File: src/rtl/switch_debounce_pkg.sv
// -----------------------------------------------------------------------------
// switch_debounce_pkg
// Shared lamp-project constants: debounce counter width and hold time, used by
// the switch debouncer and the lamp timer, plus the level type and the parity
// helper for the debounced switch vector.
// No ports (package).
// -----------------------------------------------------------------------------
package switch_debounce_pkg;

  // Default debounce counter width and hold time (cycles)
  localparam int SWDB_DB_BITS = 32'd20;
  localparam int SWDB_DB_MAX  = 32'h000F_FFFF;

  // Number of switch channels handled by the debouncer
  localparam int SWDB_NUM_CH  = 32'd3;

  // Debounced level vector, bit i = channel i ({S3,S2,S1})
  typedef logic [SWDB_NUM_CH-1:0] swdb_lvl_t;

  // Even-parity bit of the debounced levels
  function automatic logic swdb_parity(input swdb_lvl_t lvl);
    return ^lvl;
  endfunction

endpackage

File: src/rtl/switch_debounce_sw_db_chan.sv
// -----------------------------------------------------------------------------
// sw_db_chan
// One switch channel: 2-flop synchronizer, debounce counter and stable bit.
// A differing synced level must persist DB_MAX consecutive cycles before the
// stable bit follows it; any agreement cycle clears the counter.
// Ports:
//   clk            in   clock, rising edge
//   rst            in   asynchronous active-high reset
//   i_pin          in   raw asynchronous switch pin
//   i_prime        in   priming window: stable tracks the synced level directly
//   o_stable       out  debounced level (register)
//   o_stable_next  out  value the stable bit takes on the next edge
// -----------------------------------------------------------------------------
module sw_db_chan
  import switch_debounce_pkg::*;
#(
  parameter int DB_BITS = SWDB_DB_BITS,
  parameter int DB_MAX  = SWDB_DB_MAX
) (
  input  logic clk,
  input  logic rst,
  input  logic i_pin,
  input  logic i_prime,
  output logic o_stable,
  output logic o_stable_next
);

  localparam logic [DB_BITS-1:0] LP_CNT_ZERO = '0;
  localparam logic [DB_BITS-1:0] LP_CNT_ONE  = DB_BITS'(32'd1);
  // Counter value on the last differing cycle before acceptance
  localparam logic [DB_BITS-1:0] LP_CNT_LAST = DB_BITS'(DB_MAX - 32'd1);

  logic               r_sync1;
  logic               r_sync2;
  logic               r_stable;
  logic [DB_BITS-1:0] r_cnt;
  logic               w_stable_next;
  logic [DB_BITS-1:0] w_cnt_next;

  // Two-flop synchronizer for the raw pin
  always_ff @(posedge clk or posedge rst) begin
    if (rst) begin
      r_sync1 <= 1'b0;
      r_sync2 <= 1'b0;
    end else begin
      r_sync1 <= i_pin;
      r_sync2 <= r_sync1;
    end
  end

  // Debounce decision; the counter tops out at LP_CNT_LAST so it cannot wrap
  always_comb begin
    w_stable_next = r_stable;
    w_cnt_next    = r_cnt;
    if (i_prime) begin
      w_stable_next = r_sync2;
      w_cnt_next    = LP_CNT_ZERO;
    end else if (r_sync2 == r_stable) begin
      w_stable_next = r_stable;
      w_cnt_next    = LP_CNT_ZERO;
    end else if (r_cnt == LP_CNT_LAST) begin
      w_stable_next = r_sync2;
      w_cnt_next    = LP_CNT_ZERO;
    end else begin
      w_stable_next = r_stable;
      w_cnt_next    = r_cnt + LP_CNT_ONE;
    end
  end

  // Stable bit and debounce counter registers
  always_ff @(posedge clk or posedge rst) begin
    if (rst) begin
      r_stable <= 1'b0;
      r_cnt    <= LP_CNT_ZERO;
    end else begin
      r_stable <= w_stable_next;
      r_cnt    <= w_cnt_next;
    end
  end

  assign o_stable      = r_stable;
  assign o_stable_next = w_stable_next;

endmodule

File: src/rtl/switch_debounce.sv
// -----------------------------------------------------------------------------
// switch_debounce
// Debounces three bouncing switch pins. SW comes straight from the channel
// stable registers; P is registered from the channels' next-stable values so
// it changes on the same edge as SW; T pulses for one cycle the cycle after
// SW changes and restarts the downstream lamp timer.
// For DB_MAX cycles after reset release the channels are primed (stable bits
// follow the synced pins) and T is suppressed.
// Ports:
//   clk        in   clock, rising edge
//   rst        in   asynchronous active-high reset
//   S1,S2,S3   in   raw asynchronous switch pins
//   SW[2:0]    out  debounced levels {S3,S2,S1}
//   P          out  parity of SW
//   T          out  one-cycle pulse after any change of SW
// -----------------------------------------------------------------------------
module switch_debounce
  import switch_debounce_pkg::*;
#(
  parameter int DB_BITS = SWDB_DB_BITS,
  parameter int DB_MAX  = SWDB_DB_MAX
) (
  input  logic       clk,
  input  logic       rst,
  input  logic       S1,
  input  logic       S2,
  input  logic       S3,
  output logic [2:0] SW,
  output logic       P,
  output logic       T
);

  localparam logic [DB_BITS-1:0] LP_PRIME_ZERO = '0;
  localparam logic [DB_BITS-1:0] LP_PRIME_ONE  = DB_BITS'(32'd1);
  localparam logic [DB_BITS-1:0] LP_PRIME_END  = DB_BITS'(DB_MAX);

  logic [DB_BITS-1:0] r_prime_cnt;
  logic               w_prime;
  swdb_lvl_t          w_pins;
  swdb_lvl_t          w_stable;
  swdb_lvl_t          w_stable_next;
  swdb_lvl_t          r_sw_prev;
  swdb_lvl_t          w_sw_prev_next;
  logic               w_chg;
  logic               r_p;
  logic               r_t;

  assign w_pins = {S3, S2, S1};

  genvar gi;
  generate
    for (gi = 0; gi < SWDB_NUM_CH; gi++) begin : g_ch
      sw_db_chan #(
        .DB_BITS (DB_BITS),
        .DB_MAX  (DB_MAX)
      ) u_chan (
        .clk           (clk),
        .rst           (rst),
        .i_pin         (w_pins[gi]),
        .i_prime       (w_prime),
        .o_stable      (w_stable[gi]),
        .o_stable_next (w_stable_next[gi])
      );
    end
  endgenerate

  assign w_prime = (r_prime_cnt != LP_PRIME_END);

  // Priming counter: counts the first DB_MAX cycles after reset, then holds
  always_ff @(posedge clk or posedge rst) begin
    if (rst) begin
      r_prime_cnt <= LP_PRIME_ZERO;
    end else if (w_prime) begin
      r_prime_cnt <= r_prime_cnt + LP_PRIME_ONE;
    end else begin
      r_prime_cnt <= r_prime_cnt;
    end
  end

  // Change detect: r_sw_prev is SW one cycle late. While priming it is loaded
  // with the value SW is about to take, so priming-time changes (including one
  // on the last priming edge) never look like a change afterwards.
  always_comb begin
    w_sw_prev_next = w_stable;
    w_chg          = 1'b0;
    if (w_prime) begin
      w_sw_prev_next = w_stable_next;
      w_chg          = 1'b0;
    end else begin
      w_sw_prev_next = w_stable;
      w_chg          = (w_stable != r_sw_prev);
    end
  end

  // Output registers for parity and toggle strobe, plus the SW history
  always_ff @(posedge clk or posedge rst) begin
    if (rst) begin
      r_sw_prev <= '0;
      r_p       <= 1'b0;
      r_t       <= 1'b0;
    end else begin
      r_sw_prev <= w_sw_prev_next;
      r_p       <= swdb_parity(w_stable_next);
      r_t       <= w_chg;
    end
  end

  assign SW = w_stable;
  assign P  = r_p;
  assign T  = r_t;

endmodule

File: config.mk
export PLATFORM = sky130hd
export DESIGN_NAME = switch_debounce
export DESIGN_NICKNAME = d
export VERILOG_FILES = /design/src/rtl/switch_debounce_pkg.sv /design/src/rtl/switch_debounce_sw_db_chan.sv /design/src/rtl/switch_debounce.sv
export SDC_FILE = /design/constraint.sdc
export NUM_CORES = 1
export LEC_CHECK = 0
export BUFFER_PORTS_ARGS = -buffer_cell sky130_fd_sc_hd__buf_4
export CORE_ASPECT_RATIO = 0.7
export CORE_MARGIN = 5
export CORE_UTILIZATION = 50
export DETAILED_ROUTE_END_ITERATION = 8
export GPL_ROUTABILITY_DRIVEN = 0
export PLACE_DENSITY = 0.67
export SYNTH_ARGS = -nofsm -noshare
export SYNTH_HDL_FRONTEND = slang
export SYNTH_SLANG_ARGS = --single-unit
File: constraint.sdc
create_clock -name clk -period 3 [get_ports clk]
set_clock_uncertainty 0.1 [all_clocks]
set_input_delay 0.3 -clock clk [delete_from_list [all_inputs] [get_ports clk]]
set_output_delay 0.3 -clock clk [all_outputs]
set_load 0.01 [all_outputs]
==> summary.md <==
| Metric | Value |
|---|---|
| Outcome | complete, no violations |
| Final hold vios | 0 |
| Power density over the cells | 520 mW/mm² |
| Post-DP HPWL | 5.01 mm |
| Top post-synthesis cells by area | dfrtp_1, xor2_1, xnor2_1, nor2_1, nand4_1 |
| Commonest cells in the netlist | dfrtp_1, nor2_1, xor2_1 |
| Int Power | 2.07 mW |
| Area growth syn-to-layout | 12.8% |
| IO buf count | 9 |
| Fin. max-slew vios | 0 |
| CORE AREA | 0.00851 mm² |
| Final Cycle Share | 75.1% |
| Top-count cell post-synth | dfrtp_1 |
| Crit path kind | reg -> reg |
| Worst Setup Start Kind | flop |
| Hold_buf cts | 4 |
| Required @ worst endpoint | 3.17 ns |
| CP Max Fanout | 20 |
| Final cell count without fillers | 544 |
| CTS Buffer Depth | 2 |
| Least-Margin Pin Slew | 0.777 ns |
| Routed via count | 2807 |
| Initial antenna violation count | 0 |
| Routing usage on met1 | 22.2% |
| Die area | 0.0108 mm² |
| DRC Markers | 0 |
| Combinational power share | 2.3% |
| Met2 Use GR | 24.5% |
| Leading area contributor after synthesis | dfrtp_1 |
| Clock period minus worst slack | 2.25 ns |
| Cell Area, Synth | 0.00440 mm² |
| Post-DR wirelength/cell | 13.8 µm |
| First-pass GRT wire length | 13.6 mm |
| Area share of the largest cell type after synthesis | 53.5% |
| Routed wire length | 7.53 mm |
| Die W | 122 µm |
| Seq/Total Area, Yosys | 53.5% |
| Sw Share | 19.7% |
| Leak | 2.15 nW |
| Flop2flop setup slack | 0.75 ns |
| Post_cts resized | 0 |
| Largest net degree at the start of global routing | 62 |
| Fin nets | 432 |
| Crit end category | flop |
| Syn avg cell area | 10.9 µm² |
| Final setup vio count | 0 |
| Met3 Use GR | 5.94% |
| GRT Overall Usage | 16.2% |
| Crit path capture | g_ch[2].u_chan.r_cnt[12]$_DFF_PP0_ |
| Reg clk slew, reported paths | 0.06 ns |
| Clk sinks | 94 |
| Number of synthesized flops with an enable pin | 0 |
| Final ANT Viol Nets | 0 |
| Cells after Synth | 405 |
| RSZ-0062 raised after global routing | false |
| Core Util, Final | 58.3% |
| Root buf cell | clkbuf_16 |
| Clock latency on the worst-skew pair | 0.34 ns |
| Rows | 28 |
| Critical path arrival | 2.42 ns |
| CP Launch Point | r_prime_cnt[4]$_DFFE_PP0N_ |
| Netlist cell types | 35 |
| Max Freq | 444 MHz |
| Switching pwr | 0.508 mW |
| GR Overflow Total | 0 |
| CTS tree | done |
| Layout cells sized above 1 | 12.5% |
| First-pass DRT Iterations | 4 |
| Synthesis Warnings | 0 |
| Busiest grt layer | met2 |
| Hold WS | 0.247 ns |
| Clk pwr share | 47.9% |
| Synth async-reset ratio | 100% |
| H-Tree Depth | 3 |
| Dpl cells | 525 |
| Number of synthesized register bits | 94 |
| Setup TNS | 0 ns |
| Worst r2r path cells | 6 |
| Max Cap Violations | 0 |
| Ant. Diodes | 0 |
| Vias per cell | 5.16 |
| Reg2reg end | g_ch[2].u_chan.r_cnt[12]$_DFF_PP0_ |
| Seq pwr share | 49.8% |
| Initial DRC Count | 226 |
| Post-CTS setup buffer count | 0 |
| IO Count | 10 |
| Syn Nets | 417 |
| Class of the worst hold path | reg -> reg |
| Die H | 88.5 µm |
| Top FF cell, synth | dfrtp_1 |
| Slew HR | 48.2% |
| Worst-case vdd ir drop | 0.000411 V |
| Vias in the first global route | 2831 |
| Reg-to-reg critical path startpoint | r_prime_cnt[4]$_DFFE_PP0N_ |
| CTS buffer count | 9 |
| Initial Util | 51.7% |
[placed cells by master (no fill, tap or decap), types with 2 or more instances in the layout]
cell type      instances
nor4_4                 2
and3_2                 2
clkbuf_16              9
nand4_1               19
dlygate4sd3_1          4
ha_1                   7
or2_2                  2
xor2_1                48
mux2_4                 2
buf_4                 13
nor3_1                 8
nand2_1               27
inv_1                  6
dfrtp_1               94
and3_1                 9
o2111ai_1              2
bufinv_16              2
xnor2_1               29
a31oi_1                4
nor2b_1                2
nand3_1               21
mux2_2                 6
and2_1                 8
and4_1                12
and4_2                 6
clkbuf_8               2
nor2_1                65
[power by group through the flow]
stage                     Sequential, mW  Combinational [mW]  Clock (mW)
after floorplan                     1.31              0.0357           0
after global placement              1.31              0.0570           0
after CTS                           1.29              0.0620        1.27
final                               1.29              0.0588        1.24
after detailed placement            1.31              0.0579           0
after global routing                1.29              0.0679        1.32
[critical path: stages, from the launching register on]
cell     delay, ns
dfrtp_1       0.44
and4_1        0.25
nand3_2       0.12
nor4_4        0.38
nand2_1       0.12
a311o_1       0.55
nor2_1        0.20
[area by class of cell]
class | count | area, µm²
clock inverter | 3 | 67.6
inverter | 7 | 27.5
fill | 705 | 3550
timing repair buffer | 18 | 158
tap | 120 | 150
multi-input combinational | 290 | 1950
sequential | 94 | 2350
clock buffer | 12 | 256
[cell families after synthesis]
group                    share of synthesized area (%)
multiplexers                                      2.22
AO/OA/AOI/OAI                                     1.76
adder cells (fa/ha/maj)                           1.99
XOR/XNOR                                          15.3
AND/OR/NAND/NOR                                   23.0
flip-flops                                        53.5
buffers and inverters                             2.22
[registers in the layout (all words and copies together) (netlist names)]
signal / cells
T: 1
g_ch.u_chan.r_cnt: 60
r_prime_cnt: 20
g_ch.u_chan.r_sync2: 3
g_ch.u_chan.r_sync1: 3
r_sw_prev: 3
g_ch.u_chan.o_stable: 3
P: 1
[stage by stage]
stage                     power [mW]  cell area (µm²)  setup WS (ns)
after global routing            2.68             4960          0.572
after detailed placement        1.37             4600          0.736
after global placement          1.37             4600          0.811
after floorplan                 1.34             4400          0.151
final                           2.58             4960          0.746
after CTS                       2.62             4960          0.718
[per-layer routing]
| metal | share of wire [%] | up-vias |
|---|---|---|
| li1 | - | 1396 |
| met1 | 52 | 1381 |
| met2 | 44 | 22 |
| met3 | 3.4 | 8 |
| met4 | 1.0 | 0 |
| met5 | 0 | - |
[how the worst min path moves through the flow]
stage	from	depth (start not counted)	slack, ns	end
floorplan	g_ch[0].u_chan.r_sync1$_DFF_PP0_	0	0.23	g_ch[0].u_chan.r_sync2$_DFF_PP0_
global placement	g_ch[1].u_chan.r_sync1$_DFF_PP0_	0	0.24	g_ch[1].u_chan.r_sync2$_DFF_PP0_
detailed placement	g_ch[1].u_chan.r_sync1$_DFF_PP0_	0	0.24	g_ch[1].u_chan.r_sync2$_DFF_PP0_
CTS	g_ch[1].u_chan.r_sync1$_DFF_PP0_	0	0.25	g_ch[1].u_chan.r_sync2$_DFF_PP0_
global route	g_ch[1].u_chan.r_sync1$_DFF_PP0_	0	0.26	g_ch[1].u_chan.r_sync2$_DFF_PP0_
finish	g_ch[1].u_chan.r_sync1$_DFF_PP0_	0	0.25	g_ch[1].u_chan.r_sync2$_DFF_PP0_
No activity file was read; power rests on OpenSTA's default activity.
